--- src/rtl/bus_rr_arbiter_pkg.sv ---
// Shared types and helpers for the bus round-robin arbiter.
package bus_rr_arbiter_pkg;

  localparam int unsigned MAX_REQ = 32;
  localparam int unsigned MAX_SEL = 5;

  typedef enum logic {
    IDLE  = 1'b0,
    GRANT = 1'b1
  } arb_state_e;

  function automatic int unsigned clog2(input int unsigned value);
    int unsigned r;
    r = 0;
    for (int i = 0; i < 32; i++) begin
      if ((32'd1 << r) < value) r = r + 1;
    end
    return r;
  endfunction

  // OR-reduction encoder; only meaningful for one-hot (or zero) input.
  function automatic logic [MAX_SEL-1:0] onehot_to_bin(input logic [MAX_REQ-1:0] oh);
    logic [MAX_SEL-1:0] b;
    b = '0;
    for (int i = 0; i < MAX_REQ; i++) begin
      if (oh[i]) b = b | MAX_SEL'(i);
    end
    return b;
  endfunction

endpackage

--- src/rtl/rr_priority_pick.sv ---
// Combinational cyclic priority pick: first unmasked request at or above ptr_i, wrapping.
module rr_priority_pick #(
  parameter int unsigned N_REQ = 4,
  parameter int unsigned PTR_W = 2
) (
  input  logic [N_REQ-1:0] req_i,
  input  logic [PTR_W-1:0] ptr_i,
  input  logic [N_REQ-1:0] mask_i,
  output logic [N_REQ-1:0] winner_o,
  output logic             any_o
);

  logic [N_REQ-1:0] eff_req;
  logic [PTR_W-1:0] idx;
  logic             found;

  assign eff_req = req_i & ~mask_i;
  assign any_o   = |eff_req;

  // N_REQ is a power of two, so PTR_W-bit addition wraps the search naturally.
  always_comb begin
    winner_o = '0;
    found    = 1'b0;
    idx      = '0;
    for (int i = 0; i < N_REQ; i++) begin
      idx = ptr_i + PTR_W'(i);
      if (!found && eff_req[idx]) begin
        winner_o[idx] = 1'b1;
        found         = 1'b1;
      end
    end
  end

endmodule

--- src/rtl/bus_rr_arbiter.sv ---
// Round-robin arbiter driving a shared mux select; grant held until release.
// Optional tenure watchdog enabled by defining ARB_TIMEOUT_EN.
module bus_rr_arbiter
  import bus_rr_arbiter_pkg::*;
#(
  parameter int unsigned SEL_WIDTH = 2,
  parameter int unsigned MAX_HOLD  = 16,
  localparam int unsigned N_REQ    = 1 << SEL_WIDTH
) (
  input  logic                 I_clk,
  input  logic                 I_rst_n,
  input  logic [N_REQ-1:0]     I_req,
  input  logic                 I_done,
  output logic [N_REQ-1:0]     o_grant,
  output logic [SEL_WIDTH-1:0] o_sel,
  output logic                 o_valid,
  output logic                 o_timeout,
  output arb_state_e           o_state
);

  arb_state_e           state_q;
  logic [N_REQ-1:0]     grant_q;
  logic [SEL_WIDTH-1:0] sel_q;
  logic [SEL_WIDTH-1:0] ptr_q;

  logic                 release_now;
  logic                 force_rel;
  logic [SEL_WIDTH-1:0] pick_ptr;
  logic [N_REQ-1:0]     pick_mask;
  logic [N_REQ-1:0]     pick_win;
  logic                 pick_any;
  logic [SEL_WIDTH-1:0] pick_sel;

  // On release the search restarts just past the owner and the owner is masked,
  // so handover happens in the same edge and the owner drops to lowest priority.
  assign release_now = (state_q == GRANT) && (I_done || !I_req[sel_q] || force_rel);
  assign pick_ptr    = release_now ? sel_q + SEL_WIDTH'(1) : ptr_q;
  assign pick_mask   = release_now ? grant_q : '0;
  assign pick_sel    = SEL_WIDTH'(onehot_to_bin(MAX_REQ'(pick_win)));

  rr_priority_pick #(
    .N_REQ (N_REQ),
    .PTR_W (SEL_WIDTH)
  ) u_pick (
    .req_i    (I_req),
    .ptr_i    (pick_ptr),
    .mask_i   (pick_mask),
    .winner_o (pick_win),
    .any_o    (pick_any)
  );

  always_ff @(posedge I_clk or negedge I_rst_n) begin
    if (!I_rst_n) begin
      state_q <= IDLE;
      grant_q <= '0;
      sel_q   <= '0;
      ptr_q   <= '0;
    end else begin
      case (state_q)
        IDLE: begin
          if (pick_any) begin
            state_q <= GRANT;
            grant_q <= pick_win;
            sel_q   <= pick_sel;
          end
        end
        GRANT: begin
          if (release_now) begin
            ptr_q <= pick_ptr;
            if (pick_any) begin
              grant_q <= pick_win;
              sel_q   <= pick_sel;
            end else begin
              state_q <= IDLE;
              grant_q <= '0;
            end
          end
        end
        default: state_q <= IDLE;
      endcase
    end
  end

`ifdef ARB_TIMEOUT_EN
  localparam int unsigned CNT_W = (clog2(MAX_HOLD) < 1) ? 1 : clog2(MAX_HOLD);

  logic [CNT_W-1:0] hold_cnt_q;
  logic             timeout_q;

  assign force_rel = (state_q == GRANT) && (hold_cnt_q == CNT_W'(MAX_HOLD - 1));

  // Counter is zero whenever a tenure starts: it clears on every release and in IDLE.
  always_ff @(posedge I_clk or negedge I_rst_n) begin
    if (!I_rst_n) begin
      hold_cnt_q <= '0;
      timeout_q  <= 1'b0;
    end else begin
      timeout_q <= force_rel;
      if ((state_q == GRANT) && !release_now) hold_cnt_q <= hold_cnt_q + CNT_W'(1);
      else                                    hold_cnt_q <= '0;
    end
  end

  assign o_timeout = timeout_q;
`else
  // No watchdog: a tenure ends only on I_done or a dropped request.
  assign force_rel = 1'b0 & (MAX_HOLD < 2);
  assign o_timeout = 1'b0;
`endif

  assign o_grant = grant_q;
  assign o_sel   = sel_q;
  assign o_valid = (state_q == GRANT);
  assign o_state = state_q;

endmodule

--- config.mk ---
export PLATFORM = sky130hd
export DESIGN_NAME = bus_rr_arbiter
export DESIGN_NICKNAME = d
export VERILOG_FILES = /design/src/rtl/bus_rr_arbiter_pkg.sv /design/src/rtl/rr_priority_pick.sv /design/src/rtl/bus_rr_arbiter.sv
export SDC_FILE = /design/constraint.sdc
export NUM_CORES = 1
export LEC_CHECK = 0
export BUFFER_PORTS_ARGS = -buffer_cell sky130_fd_sc_hd__buf_4
export CAP_MARGIN = 30
export CORE_MARGIN = 2
export CORE_UTILIZATION = 30
export CTS_BUF_LIST = sky130_fd_sc_hd__clkbuf_4
export CTS_CLUSTER_SIZE = 24
export DETAILED_ROUTE_END_ITERATION = 6
export MAX_ROUTING_LAYER = met4
export SYNTH_ARGS = -nofsm -noshare
export SYNTH_HDL_FRONTEND = slang
export SYNTH_HIERARCHICAL = 1
export SYNTH_SLANG_ARGS = --single-unit
export TNS_END_PERCENT = 20
--- constraint.sdc ---
create_clock -name I_clk -period 11.3 [get_ports I_clk]
set_input_delay 0 -clock I_clk [delete_from_list [all_inputs] [get_ports I_clk]]
set_output_delay 0 -clock I_clk [all_outputs]
set_load 0.01 [all_outputs]
==> impl_metrics.csv, run 1 <==
group,metric,value,unit
logic_synthesis,synth_top_area_share,22.7,%
die,dieWidth,61.5,um
logic_synthesis,synth.distinct_cells,34,
placement,dpl_worst_slack,7330,ps
logic_synthesis,yosys_warnings,6,
placement,port_buffers,14,
finish,drive_gt1_share,26.5,%
logic_synthesis,synth_most_common_cell,"dfrtp_1",
setup_path,critPathLaunchType,"register",
outcome,status,"complete, no violations",
finish,multi_input_comb_area,716,um^2
power,leakage,0.574,nW
worst_hold_path,hold_path.class,"input pin to async pin",
route,vias,885,
grt,grt_max_degree,17,
clock_tree,clock-root-buffer,"clkbuf_4",
setup_path,r2r-end,"o_grant[3]$_DFFE_PN0P_",
grt,antenna_found_initial,0,
grt,grt_pass1_vias,847,
setup_path,r2r_setup_slack,7260,ps
setup_path,worstPathArrival,4180,ps
clock_tree,clk_latency,260,ps
timing,fin_crit_sh,35.7,%
route,post-route-drc-count,0,
logic_synthesis,netlist_area,993,um^2
logic_synthesis,async_flop_share,100,%
logic_synthesis,synth-edff-count,0,
setup_path,required,11440,ps
route,avgViaCountPerCell,5.50,
setup_path,r2r_start,"o_sel[0]$_DFFE_PN0P_",
timing,final-hold-violation-count,0,
die,dieArea,3790,um^2
timing,fmax,248,MHz
power,p_total,0.389,mW
logic_synthesis,ys.flop_type,"dfrtp_1",
logic_synthesis,synthTopCellsByArea,"dfrtp_1 23%, ha_1 8.8%, a221o_1 8.1%, mux4_2 6.8%, mux2i_1 6.0%",
timing,setup-tns-final,0,ps
timing,finalCriticalPeriod,4040,ps
timing,tightest_slew,742,ps
die,io_pins,16,
flow_run,drv_cap,0,
logic_synthesis,syn_avg_cell_area,9.55,um^2
logic_synthesis,yosys.area.top_type,"dfrtp_1",
die,core_area,3100,um^2
timing,setup_viol,0,
die,row_count,20,
placement,place_inst,156,
clock_tree,cts.sinks,9,
grt,gr-usage-all-layers,14.3,%
die,die_h,61.5,um
setup_path,cp-end-kind,"register",
finish,syn_to_final_growth,16.4,%
setup_path,worst-r2r-cell-count,13,
logic_synthesis,ys_seq_area_share,22.7,%
clock_tree,post_cts.repair.setup_buffers,0,
logic_synthesis,syn_inst,104,
setup_path,critPathKind,"register to register",
clock_tree,cts.clk_slew.worst_paths,60,ps
finish,num_antenna_cells,0,
finish,regArea,225,um^2
timing,finalMaxSlewViolations,0,
placement,gp_congestion,0.932,
finish,nNetsFinal,132,
grt,grt_pass1_wl,3.92,mm
route,wl_per_cell,15.5,um
route,ant_nets,0,
route,drt-pass1-iter-count,4,
logic_synthesis,synthesis.nets,118,
logic_synthesis,synth-seq-cells,9,
placement,place_area,1120,um^2
route,finalWirelength,2.50,mm
setup_path,critPathMaxFanout,8,
finish,filler_cell_count,340,
die,start_util,32.0,%
timing,fin_ws,7260,ps
clock_tree,tritoncts,"built",
finish,fin_area,1160,um^2
clock_tree,clockBufferDepth,2,
finish,fin_cells,161,
placement,dp_hpwl,1.92,mm
grt,grt-ovfl-total,0,
power,peakVddDrop,0.0000985,V
timing,slew_headroom,50.1,%
power,powerDensity,337,nW/um^2
timing,rsz0062_at_grt,"no",
logic_synthesis,ys_top_cells_by_count,"9 x dfrtp_1, 8 x a221o_1, 7 x ha_1, 7 x nor2_1",
route,drt-initial-drc-count,31,
clock_tree,htreeDepth,1,
timing,fin_skew,5.30,ps
clock_tree,cts_inserted_buffers,3,
[flip-flops by register name, indices dropped and copies added (netlist names)]
signal	count
ptr_q	2
o_state	1
o_grant	4
o_sel	2
[kinds of logic (layout without fill, tap and decap cells)]
group,after synthesis,in the layout,share of synthesized area [%]
other,1,1,0.377
flip-flops,9,9,22.7
multiplexers,9,9,12.8
buffers and inverters,10,23,5.29
adder cells (fa/ha/maj),7,7,8.82
AO/OA/AOI/OAI,31,31,24.2
XOR/XNOR,1,1,0.882
AND/OR/NAND/NOR,36,36,24.9
[stage by stage]
step	utilization, %	hold slack [ps]
4_1_cts	37.3	86.5
2_1_floorplan	-	-296
5_1_grt	37.3	100
3_3_place_gp	36.0	-173
3_5_place_dp	36.0	-169
6_report	37.3	93.7
[layout make-up]
class	instances	area share, %
timing repair buffer	15	9.96
clock buffer	4	2.60
sequential	9	19.5
multi-input combinational	85	61.9
tap	44	4.76
inverter	4	1.30
[cells in the final DEF (no fill, tap or decap), types with 2 or more instances in the layout]
cell	netlist	layout
a21o_1	6	6
a21oi_1	3	3
a221o_1	8	8
a22o_1	4	4
a31oi_1	2	2
and3_1	5	5
buf_4	2	14
clkbuf_4	0	4
dfrtp_1	9	9
ha_1	7	7
inv_1	2	2
inv_2	2	2
mux2i_1	6	6
mux4_2	3	3
nand2b_1	5	5
nand3_1	2	2
nand4_1	2	2
nor2_1	7	7
nor2b_4	4	4
nor3_1	4	4
o21ai_0	6	6
[what timing repair did]
item / CTS / global route
endpoints found under the setup margin: 0 / 0
hold buffers: 1 / 0
hold endpoints to repair: 9 / 0
resized for setup: 0 / 0
[power breakdown]
| group | switching [mW] | internal (mW) |
|---|---|---|
| clock network | 0.0111 | 0.0160 |
| registers | 0.0167 | 0.0470 |
| logic | 0.161 | 0.138 |
| total | 0.188 | 0.201 |
[worst max path at each step]
| stage | start | to | slack, ps | cells after the start |
|---|---|---|---|---|
| 5_1_grt | o_sel[0]$_DFFE_PN0P_ | o_grant[3]$_DFFE_PN0P_ | 6980 | 14 |
| 3_3_place_gp | o_sel[0]$_DFFE_PN0P_ | o_grant[3]$_DFFE_PN0P_ | 7430 | 13 |
| 3_5_place_dp | o_sel[0]$_DFFE_PN0P_ | o_grant[3]$_DFFE_PN0P_ | 7330 | 13 |
| 4_1_cts | o_sel[0]$_DFFE_PN0P_ | o_grant[3]$_DFFE_PN0P_ | 7280 | 13 |
| 6_report | o_sel[0]$_DFFE_PN0P_ | o_grant[3]$_DFFE_PN0P_ | 7260 | 13 |
| 2_1_floorplan | o_sel[0]$_DFFE_PN0P_ | o_grant[3]$_DFFE_PN0P_ | 7670 | 13 |
[metal layers]
metal,global-route usage [%],share of wire [%]
met2,24.1,48
met3,3.99,3.9
met5,-,0
met4,2.43,0.40
met1,17.3,48
[worst max-delay path, stage by stage, from the launching register on]
cell and delay, ps:
dfrtp_1 450, mux4_2 540, nand2b_1 210, a21oi_1 120, a31oi_1 510, inv_2 170, ha_1 400, mux4_2 370
nor2b_4 170, a21o_1 180, a221o_1 330, mux2i_1 150, nor2_1 60, a221o_1 280
(Power assumes the default switching activity.)
==> run 2: changes to the inputs <==
Clock period 11.3 ns to 3.35 ns, I/O delays scaled along.
==> run 2 against run 1 <==
First-iteration DRC count up 13%. Wire length down 0.52%. Clock-buffer cell count unchanged. Critical endpoint unchanged. Highest routed layer is now met3.
==> impl_metrics.csv, run 2 (synthesized netlist as in run 1, its figures left out) <==
group,metric,value,unit
outcome,status,"complete, no violations",
setup_path,cpPeakStageDelay,540,ps
timing,finalMaxSlewViolations,0,
clock_tree,clock-root-buffer,"clkbuf_4",
die,dieWidth,61.5,um
finish,nNetsFinal,144,
route,post-route-drc-count,0,
finish,num_antenna_cells,0,
clock_tree,cts_inserted_buffers,3,
route,drt-initial-drc-count,35,
timing,fin_crit_sh,96.4,%
setup_path,cp-end-kind,"register",
setup_path,worst-r2r-cell-count,13,
route,avgViaCountPerCell,5.33,
clock_tree,cts.clk_slew.worst_paths,60,ps
grt,grt_pass1_vias,930,
flow_run,drv_cap,0,
grt,antenna_found_initial,0,
timing,finalCriticalPeriod,3230,ps
grt,grt_max_degree,15,
die,row_count,20,
timing,hold_slack,101,ps
finish,largest_reg_flops,4,
route,finalWirelength,2.49,mm
grt,grt-ovfl-total,0,
die,dieArea,3790,um^2
route,drt-pass1-iter-count,4,
grt,gr-usage-all-layers,14.3,%
die,core_area,3100,um^2
setup_path,path_cells,"mux4_2, nand2b_4, a21oi_4, a31oi_4, inv_4, ha_4, mux4_2, nor2b_4, a21o_1, a221o_1, mux2i_1, nor2_1, a221o_1",
placement,port_buffers,14,
placement,place_inst,162,
setup_path,critPathKind,"register to register",
setup_path,critPathLaunchType,"register",
setup_path,critPathBufInv,1,
setup_path,r2r_start,"o_sel[0]$_DFFE_PN0P_",
setup_path,r2r-end,"o_grant[3]$_DFFE_PN0P_",
die,die_h,61.5,um
placement,dp_hpwl,1.89,mm
clock_tree,clk_latency,260,ps
grt,grt_pass1_wl,4.05,mm
finish,drive_gt1_share,39.5,%
finish,filler_cell_count,335,
setup_path,required,3490,ps
clock_tree,cts.sinks,9,
clock_tree,clockBufferDepth,2,
timing,tightest_slew,558,ps
worst_hold_path,hold_path.class,"input pin to async pin",
die,start_util,32.0,%
finish,multi_input_comb_area,773,um^2
timing,fmax,310,MHz
setup_path,worstPathArrival,3370,ps
power,peakVddDrop,0.000413,V
finish,final_common_cell,"buf_4",
route,wl_per_cell,14.4,um
finish,final_cell_mix,"26 x buf_4, 8 x a221o_1, 7 x nor2_1, 7 x dfrtp_1",
timing,setup_viol,0,
clock_tree,htreeDepth,1,
setup_path,critPathTopFamily,"compound AO/OA/AOI/OAI gates",
timing,slew_headroom,62.7,%
setup_path,critPathMaxFanout,7,
timing,final-hold-violation-count,0,
finish,syn_to_final_growth,31.7,%
route,ant_nets,0,
placement,gp_congestion,0.829,
setup_path,worst_path_max_delay_cell,"mux4_2",
setup_path,r2r_setup_slack,120,ps
clock_tree,tritoncts,"built",
power,leakage,0.638,nW
finish,regArea,228,um^2
power,powerDensity,1170,nW/um^2
timing,fin_skew,3.06,ps
die,io_pins,16,
finish,fin_cells,173,
route,vias,922,
run 2: cell count changes in the layout (fill, tap and decap cells not counted), sizes merged:
cell	change
buf	+12
run 2: report_power, final:
| part | switching [mW] | internal [mW] | total, mW |
|---|---|---|---|
| clock | 0.0373 | 0.0540 | 0.0913 |
| sequential | 0.0500 | 0.161 | 0.211 |
| combinational | 0.589 | 0.640 | 1.23 |
| total | 0.676 | 0.855 | 1.53 |
run 2: final cells by class:
| class | count | area share [%] |
|---|---|---|
| repair buffers | 27 | 15.7 |
| clock buffers | 4 | 2.29 |
| multi-input cells | 85 | 59.1 |
| flip-flops and latches | 9 | 17.4 |
| well taps | 44 | 4.21 |
| inverters | 4 | 1.34 |
run 2: through the flow:
stage / power, mW / TNS (ps) / setup WS [ps] / utilization, % / area [um^2]
floorplan: 1.02 / 0 / 19.2 / - / 1030
global placement: 1.27 / 0 / 158 / 38.4 / 1190
detailed placement: 1.30 / 0 / 99.8 / 38.4 / 1190
CTS: 1.39 / 0 / 87.4 / 39.7 / 1230
global route: 1.68 / -145 / -83.6 / 42.2 / 1310
finish: 1.53 / 0 / 121 / 42.2 / 1310
run 2: worst register-to-register path: stages (launching register included):
cell and delay [ps]:
dfrtp_2 380, mux4_2 540, nand2b_4 130, a21oi_4 70, a31oi_4 180, inv_4 80
ha_4 300, mux4_2 310, nor2b_4 160, a21o_1 170, a221o_1 320, mux2i_1 150
nor2_1 70, a221o_1 270
run 2: how the worst max path moves through the flow:
stage / slack [ps] / depth (start not counted) / endpoint / from
final: 120 / 13 / o_grant[3]$_DFFE_PN0P_ / o_sel[0]$_DFFE_PN0P_
after global routing: -80 / 13 / o_grant[3]$_DFFE_PN0P_ / o_sel[0]$_DFFE_PN0P_
after CTS: 90 / 13 / o_grant[1]$_DFFE_PN0P_ / o_sel[0]$_DFFE_PN0P_
after detailed placement: 100 / 13 / o_grant[1]$_DFFE_PN0P_ / o_sel[0]$_DFFE_PN0P_
after global placement: 160 / 13 / o_grant[1]$_DFFE_PN0P_ / o_sel[0]$_DFFE_PN0P_
after floorplan: 20 / 13 / o_grant[3]$_DFFE_PN0P_ / o_sel[0]$_DFFE_PN0P_
run 2: layer usage:
metal | global-route usage [%] | share of wire [%] | vias up
met5 | - | 0 | -
met3 | 0.630 | 3.5 | 0
li1 | - | - | 446
met4 | 3.95 | 0 | 0
met2 | 26.2 | 54 | 24
met1 | 16.7 | 42 | 452
run 2: what timing repair did:
item / in CTS / in global routing
hold buffers: 1 / 0
endpoints found under the hold margin: 9 / 0
gates resized for setup: 0 / 6
buffers inserted: 0 / 6
setup endpoints to repair: 0 / 6
